`config.mk`:
```
export PLATFORM = sky130hd
export DESIGN_NAME = alu_bit_serial_sequencer_flat
export DESIGN_NICKNAME = d
export VERILOG_FILES = /design/src/rtl/alu_seq_pkg.sv /design/src/rtl/alu_bit_serial_sequencer_if.sv /design/src/rtl/alu_seq_decode.sv /design/src/rtl/alu_bit_serial_sequencer.sv /design/src/flat_wrapper.sv
export SDC_FILE = /design/constraint.sdc
export NUM_CORES = 1
export LEC_CHECK = 0
export CORE_MARGIN = 3
export CORE_UTILIZATION = 54
export CTS_CLUSTER_DIAMETER = 200
export CTS_CLUSTER_SIZE = 12
export DETAILED_ROUTE_END_ITERATION = 8
export MAX_ROUTING_LAYER = met4
export PLACE_DENSITY = 0.92
export SETUP_SLACK_MARGIN = 0.15
export SYNTH_ARGS = -nofsm -noshare
export SYNTH_HDL_FRONTEND = slang
export SYNTH_SLANG_ARGS = --single-unit
```
`constraint.sdc`:
```
create_clock -name clk -period 6.03 [get_ports clk]
set_clock_uncertainty 0.2 [all_clocks]
set_input_delay 0.603 -clock clk [delete_from_list [all_inputs] [get_ports clk]]
set_output_delay 0.603 -clock clk [all_outputs]
set_load 0.05 [all_outputs]
```
`src/rtl/alu_seq_pkg.sv`:
```
// Shared definitions for the bit-serial ALU sequencer: request opcodes,
// slice mux encodings, FSM states and the bit-counter width helper.
package alu_seq_pkg;

    localparam logic [2:0] OP_AND = 3'd0;
    localparam logic [2:0] OP_OR  = 3'd1;
    localparam logic [2:0] OP_ADD = 3'd2;
    localparam logic [2:0] OP_SUB = 3'd3;
    localparam logic [2:0] OP_SLT = 3'd4;
    localparam logic [2:0] OP_NOR = 3'd5;

    localparam logic [1:0] SL_AND  = 2'b00;
    localparam logic [1:0] SL_OR   = 2'b01;
    localparam logic [1:0] SL_SUM  = 2'b10;
    localparam logic [1:0] SL_LESS = 2'b11;

    typedef enum logic [1:0] {
        S_IDLE = 2'd0,
        S_RUN  = 2'd1,
        S_DONE = 2'd2
    } state_t;

    // Bits needed to index 0..w-1.
    function automatic int cnt_width(input int w);
        return (w <= 2) ? 1 : $clog2(w);
    endfunction

endpackage

```
`src/rtl/alu_bit_serial_sequencer_if.sv`:
```
// Request/response handshake bundle between a requester and the sequencer.
interface alu_bit_serial_sequencer_if #(parameter int WIDTH = 64);

    logic             req_valid;
    logic             req_ready;
    logic [2:0]       req_op;
    logic [WIDTH-1:0] req_a;
    logic [WIDTH-1:0] req_b;
    logic             rsp_valid;
    logic             rsp_ready;
    logic [WIDTH-1:0] rsp_result;
    logic             rsp_ovf;
    logic             rsp_zero;

    modport master (
        output req_valid, req_op, req_a, req_b, rsp_ready,
        input  req_ready, rsp_valid, rsp_result, rsp_ovf, rsp_zero
    );

    modport slave (
        input  req_valid, req_op, req_a, req_b, rsp_ready,
        output req_ready, rsp_valid, rsp_result, rsp_ovf, rsp_zero
    );

endinterface

```
`src/rtl/alu_seq_decode.sv`:
```
// Maps a request opcode onto the slice controls and the flags the
// sequencer needs to post-process the assembled word.
module alu_seq_decode
    import alu_seq_pkg::*;
(
    input  logic [2:0] op_i,
    output logic       ainv_o,
    output logic       binv_o,
    output logic [1:0] alu_op_o,
    output logic       cin0_o,
    output logic       is_slt_o,
    output logic       is_arith_o,
    output logic       is_rsvd_o
);

    // Opcode decode; reserved codes run as a harmless AND and are zeroed later.
    always_comb begin
        ainv_o     = 1'b0;
        binv_o     = 1'b0;
        alu_op_o   = SL_AND;
        cin0_o     = 1'b0;
        is_slt_o   = 1'b0;
        is_arith_o = 1'b0;
        is_rsvd_o  = 1'b0;
        case (op_i)
            OP_AND: alu_op_o = SL_AND;
            OP_OR:  alu_op_o = SL_OR;
            OP_ADD: begin
                alu_op_o   = SL_SUM;
                is_arith_o = 1'b1;
            end
            OP_SUB: begin
                binv_o     = 1'b1;
                alu_op_o   = SL_SUM;
                cin0_o     = 1'b1;
                is_arith_o = 1'b1;
            end
            OP_SLT: begin
                binv_o   = 1'b1;
                alu_op_o = SL_SUM;
                cin0_o   = 1'b1;
                is_slt_o = 1'b1;
            end
            OP_NOR: begin
                ainv_o   = 1'b1;
                binv_o   = 1'b1;
                alu_op_o = SL_AND;
            end
            default: is_rsvd_o = 1'b1;
        endcase
    end

endmodule

```
`src/rtl/alu_bit_serial_sequencer.sv`:
```
// Drives a shared 1-bit ALU slice LSB first over WIDTH cycles, chaining the
// carry through a register and assembling the result word and flags.
module alu_bit_serial_sequencer
    import alu_seq_pkg::*;
#(
    parameter int WIDTH = 64
) (
    input  logic       clk,
    input  logic       rst,
    alu_bit_serial_sequencer_if.slave bus,
    output logic       alu_a_o,
    output logic       alu_b_o,
    output logic       alu_ainv_o,
    output logic       alu_binv_o,
    output logic [1:0] alu_op_o,
    output logic       alu_cin_o,
    output logic       alu_less_o,
    input  logic       alu_o_i,
    input  logic       alu_cout_i,
    input  logic       alu_set_i,
    input  logic       alu_ovf_i
);

    localparam int CW = cnt_width(WIDTH);
    localparam logic [CW-1:0] LAST = CW'(WIDTH - 1);

    state_t           state_q, state_d;
    logic [CW-1:0]    cnt_q;
    logic             carry_q;
    logic [WIDTH-1:0] a_q, b_q;
    logic [2:0]       op_q;
    logic [WIDTH-1:0] shift_q;
    logic [WIDTH-1:0] result_q;
    logic             ovf_q, zero_q;

    logic             accept, running, last_bit;
    logic             req_ready, rsp_valid;
    logic [2:0]       dec_op;
    logic             d_ainv, d_binv, d_cin0, d_slt, d_arith, d_rsvd;
    logic [1:0]       d_aluop;
    logic [WIDTH-1:0] shifted, final_word;

    // In IDLE decode the incoming opcode (for cin0); otherwise the latched one.
    assign dec_op = (state_q == S_IDLE) ? bus.req_op : op_q;

    alu_seq_decode u_decode (
        .op_i       (dec_op),
        .ainv_o     (d_ainv),
        .binv_o     (d_binv),
        .alu_op_o   (d_aluop),
        .cin0_o     (d_cin0),
        .is_slt_o   (d_slt),
        .is_arith_o (d_arith),
        .is_rsvd_o  (d_rsvd)
    );

    assign shifted = {alu_o_i, shift_q[WIDTH-1:1]};

    // Final word: SLT keeps only the corrected sign, reserved ops yield zero.
    always_comb begin
        final_word = shifted;
        if (d_rsvd)
            final_word = '0;
        else if (d_slt)
            final_word = {{(WIDTH-1){1'b0}}, alu_set_i ^ alu_ovf_i};
    end

    // FSM state register.
    always_ff @(posedge clk) begin
        if (rst)
            state_q <= S_IDLE;
        else
            state_q <= state_d;
    end

    // Next state, handshakes and slice drive; slice outputs idle at 0 outside RUN.
    always_comb begin
        state_d    = state_q;
        req_ready  = 1'b0;
        rsp_valid  = 1'b0;
        accept     = 1'b0;
        running    = 1'b0;
        last_bit   = 1'b0;
        alu_a_o    = 1'b0;
        alu_b_o    = 1'b0;
        alu_ainv_o = 1'b0;
        alu_binv_o = 1'b0;
        alu_op_o   = 2'b00;
        alu_cin_o  = 1'b0;
        case (state_q)
            S_IDLE: begin
                req_ready = 1'b1;
                if (bus.req_valid) begin
                    accept  = 1'b1;
                    state_d = S_RUN;
                end
            end
            S_RUN: begin
                running    = 1'b1;
                alu_a_o    = a_q[cnt_q];
                alu_b_o    = b_q[cnt_q];
                alu_ainv_o = d_ainv;
                alu_binv_o = d_binv;
                alu_op_o   = d_aluop;
                alu_cin_o  = carry_q;
                if (cnt_q == LAST) begin
                    last_bit = 1'b1;
                    state_d  = S_DONE;
                end
            end
            S_DONE: begin
                rsp_valid = 1'b1;
                if (bus.rsp_ready)
                    state_d = S_IDLE;
            end
            default: state_d = S_IDLE;
        endcase
    end

    // Operand latch, bit counter, carry chain, shift register and flags.
    always_ff @(posedge clk) begin
        if (rst) begin
            cnt_q    <= '0;
            carry_q  <= 1'b0;
            a_q      <= '0;
            b_q      <= '0;
            op_q     <= 3'd0;
            shift_q  <= '0;
            result_q <= '0;
            ovf_q    <= 1'b0;
            zero_q   <= 1'b0;
        end else if (accept) begin
            a_q     <= bus.req_a;
            b_q     <= bus.req_b;
            op_q    <= bus.req_op;
            cnt_q   <= '0;
            carry_q <= d_cin0;
            shift_q <= '0;
        end else if (running) begin
            shift_q <= shifted;
            carry_q <= alu_cout_i;
            cnt_q   <= cnt_q + 1'b1;
            if (last_bit) begin
                result_q <= final_word;
                ovf_q    <= d_arith & alu_ovf_i;
                zero_q   <= (final_word == '0);
            end
        end
    end

    assign alu_less_o     = 1'b0;
    assign bus.req_ready  = req_ready;
    assign bus.rsp_valid  = rsp_valid;
    assign bus.rsp_result = result_q;
    assign bus.rsp_ovf    = ovf_q;
    assign bus.rsp_zero   = zero_q;

endmodule

```
`src/flat_wrapper.sv`:
```
// flat-port wrapper written by rule: the top's interface ports become plain ports
module alu_bit_serial_sequencer_flat import alu_seq_pkg::*;
#(
    parameter int WIDTH = 64
)
  (clk, rst, alu_a_o, alu_b_o, alu_ainv_o, alu_binv_o, alu_op_o, alu_cin_o, alu_less_o, alu_o_i, alu_cout_i, alu_set_i, alu_ovf_i, bus_req_valid, bus_req_op, bus_req_a, bus_req_b, bus_rsp_ready, bus_req_ready, bus_rsp_valid, bus_rsp_result, bus_rsp_ovf, bus_rsp_zero);
  alu_bit_serial_sequencer_if #(.WIDTH(WIDTH)) bus_i ();
  input  logic clk;
  input  logic rst;
  output logic alu_a_o;
  output logic alu_b_o;
  output logic alu_ainv_o;
  output logic alu_binv_o;
  output logic [1:0] alu_op_o;
  output logic alu_cin_o;
  output logic alu_less_o;
  input  logic alu_o_i;
  input  logic alu_cout_i;
  input  logic alu_set_i;
  input  logic alu_ovf_i;
  input wire logic [$bits(bus_i.req_valid)-1:0] bus_req_valid;
  input wire logic [$bits(bus_i.req_op)-1:0] bus_req_op;
  input wire logic [$bits(bus_i.req_a)-1:0] bus_req_a;
  input wire logic [$bits(bus_i.req_b)-1:0] bus_req_b;
  input wire logic [$bits(bus_i.rsp_ready)-1:0] bus_rsp_ready;
  output wire logic [$bits(bus_i.req_ready)-1:0] bus_req_ready;
  output wire logic [$bits(bus_i.rsp_valid)-1:0] bus_rsp_valid;
  output wire logic [$bits(bus_i.rsp_result)-1:0] bus_rsp_result;
  output wire logic [$bits(bus_i.rsp_ovf)-1:0] bus_rsp_ovf;
  output wire logic [$bits(bus_i.rsp_zero)-1:0] bus_rsp_zero;
  assign bus_i.req_valid = bus_req_valid;
  assign bus_i.req_op = bus_req_op;
  assign bus_i.req_a = bus_req_a;
  assign bus_i.req_b = bus_req_b;
  assign bus_i.rsp_ready = bus_rsp_ready;
  assign bus_req_ready = bus_i.req_ready;
  assign bus_rsp_valid = bus_i.rsp_valid;
  assign bus_rsp_result = bus_i.rsp_result;
  assign bus_rsp_ovf = bus_i.rsp_ovf;
  assign bus_rsp_zero = bus_i.rsp_zero;
  alu_bit_serial_sequencer #(.WIDTH(WIDTH)) u_core (.clk(clk), .rst(rst), .bus(bus_i), .alu_a_o(alu_a_o), .alu_b_o(alu_b_o), .alu_ainv_o(alu_ainv_o), .alu_binv_o(alu_binv_o), .alu_op_o(alu_op_o), .alu_cin_o(alu_cin_o), .alu_less_o(alu_less_o), .alu_o_i(alu_o_i), .alu_cout_i(alu_cout_i), .alu_set_i(alu_set_i), .alu_ovf_i(alu_ovf_i));
endmodule
```
==> flow_summary.yaml <==
flow_run:
  maxCapViolations: 0
floorplanning:
  start_util: 0.552
  row_count: 49
  die_w_um: 142
  dieArea_um2: 20100
  io_pins: 215
  die_h_um: 142
  core_um2: 18100
placed_design:
  pre_cts_slack_ps: 2170
  hpwl_mm: 17.6
  place_area_um2: 12100
  place_congestion: 0.862
  numPortBuffers: 213
power:
  combinationalPowerShare: 0.081
  swShare: 0.223
  power.density_nw_per_um2: 280
  leakage_uw: 0.00452
  ir_drop_v: 0.000192
  p_seq_frac: 0.526
  p_sw_uw: 799
  p_int_uw: 2780
  p_clk_frac: 0.393
cells_and_area:
  fin_nets: 1276
  final_area_um2: 12800
  antenna_cells: 0
  drive_gt1_frac: 0.0704
  fillCellCount: 1238
  area_growth_pct: 28.1
worst_setup_path:
  path_class: "register to output port"
  rr_worst_depth: 6
  cp_max_fo: 31
  cp_cell_sequence: "mux4_2, a22o_1, o31ai_1, a21oi_1, a41o_1, clkdlybuf4s50_1"
  cp_data_arrival_time_ps: 3580
  crit_cells: 6
  crit_family: "flip-flops"
  critPathBufInv: 1
  slowest_stage: "dfxtp_2"
  cp.required_ps: 5230
  cpPeakStageDelay_ps: 920
  crit_path_start_kind: "register"
  setup.worst_path.end_class: "output port"
synthesis:
  ys_top_cells_by_area: "dfxtp_1, a22o_1, mux4_2"
  yosys-top-cells-count: "dfxtp_1, nand2_1, a22o_1"
  synth_edf_count: 0
  ys.flop_type: "dfxtp_1"
  yosys.area.top_type: "dfxtp_1"
  yosysWarnings: 0
  ys_seq_elements: 269
  async_flop_share: 0
  synth_most_common_cell: "dfxtp_1"
  post_synth_num_cell_types: 44
  synth_top_cell_area_share: 0.540
  netlist_area_um2: 9980
  synth_fp_nets: 1113
  synthCells: 973
  synth_area_per_cell_um2: 10.3
  seq_area_frac_synth: 0.540
sta:
  layout_min_cycle_time_ps: 4390
  rsz0062_at_grt: "no"
  finalSetupViolCount: 0
  max_freq_mhz: 228
  worst_pin_slew_ps: 1190
  postLayoutSetupSlackWorst_ps: 1640
  worst_slew_margin_rel: 0.209
  fin_tns_setup_ps: 0
  final-max-slew-violation-count: 0
  finalHoldViolations: 0
  finalCritPeriodShare: 0.728
route:
  firstDrtPassIters: 5
  postRouteAntennaNets: 0
  wirelength_mm: 26.4
  drc: 0
  drt-vias-per-instance: 6.16
  avgRoutedWirePerCell_um: 19.3
  drt_iter0_drc: 846
  dr_total_vias: 8410
global_routing:
  grt_max_degree: 81
  grt_pass1_vias: 8101
  grt_pass1_wl_mm: 41.9
  grt_overflow: 0
  antenna_found_initial: 0
  track_usage: 0.261
clock_tree:
  cts_buffers: 26
  clock-sinks: 269
  clockBufferDepth: 3
  htree_levels: 1
  clk_pin_slew_ps: 60
  cts_root_buffer: "clkbuf_16"
  post-cts-setup-buffer-count: 0
  clk_latency_ps: 510
  cts_tree: "built"
  cts_resized: 0
  ctsHoldBuffers: 0
min_path:
  holdPathStages: 2
  min_path_type: "register to register"
status:
  status: "finished, final reports clean"
## final timing paths
kind                                    to          startpoint  slack, ps
setup reg to reg  u_core.bus.rsp_result[6]     u_core.cnt_q[1]       2410
setup / recovery                   alu_a_o     u_core.cnt_q[0]       1640
hold reg to reg         u_core.bus.rsp_ovf  u_core.bus.rsp_ovf        260
hold / removal          u_core.bus.rsp_ovf  u_core.bus.rsp_ovf        260
## sequential cells by signal (all words and copies together), names as in the netlist
name and flops:
u_core.a_q 64, u_core.b_q 64, u_core.bus.rsp_result 64, u_core.shift_q 63
u_core.cnt_q 6, u_core.op_q 3, u_core.state_q 2, u_core.bus.rsp_ovf 1
u_core.bus.rsp_zero 1, u_core.carry_q 1
## power groups by stage
stage | registers [uW] | logic (uW) | clock network (uW)
global placement | 1920 | 281 | 0
finish | 1880 | 290 | 1410
floorplan | 1890 | 167 | 0
global route | 1890 | 311 | 1500
detailed placement | 1920 | 287 | 0
CTS | 1880 | 290 | 1430
## cells in the final DEF, fill, tap and decap left out, types with 4 or more instances in the layout
cell type,n
dfxtp_1,267
nand2_1,137
nor4_1,17
mux4_2,28
a21oi_1,70
clkdlybuf4s50_1,212
xor2_1,4
o22ai_1,4
nor2b_1,4
a22oi_1,67
clkbuf_16,27
a22o_1,132
mux2i_1,12
nand4_1,8
buf_4,10
nor3_1,4
nand3b_1,5
nor2_1,75
nand3_1,5
## per-layer routing
layer / global-route usage / up-vias / share of wire
li1: - / 3884 / -
met1: 0.336 / 4055 / 0.40
met2: 0.429 / 414 / 0.49
met3: 0.0397 / 57 / 0.077
met4: 0.0793 / 0 / 0.025
met5: - / - / 0
## metrics by stage
stage,hold slack [ps],cells,utilization,total power (uW)
floorplan,237,973,-,2060
global route,287,1365,0.707,3700
CTS,260,1365,0.707,3600
global placement,238,1337,0.669,2200
detailed placement,252,1337,0.669,2200
finish,256,1365,0.707,3580
## layout make-up
cell class                 count  area [um2]  share of cell area
clock buffer                  27         676              0.0528
clock inverter                 1        8.76            0.000685
inverter                       2        7.51            0.000587
multi-input combinational    614        4220               0.330
sequential                   269        5390               0.421
tap                          229         287              0.0224
timing repair buffer         223        2200               0.172
## logic make-up after synthesis
group	Yosys count	share of synthesized area
AND/OR/NAND/NOR	272	0.117
buffers and inverters	90	0.0410
AO/OA/AOI/OAI	294	0.220
adder cells (fa/ha/maj)	1	0.00125
other	1	0.000376
XOR/XNOR	6	0.00527
multiplexers	40	0.0752
flip-flops	269	0.540
## tightest hold or removal path: cells and delay by family (launching register included)
kind | cells | cell delay (ps)
AOI/OAI and AO/OA | 1 | 50
DFF | 1 | 310
and+or+nand+nor | 1 | 50
(Power assumes the default switching activity.)
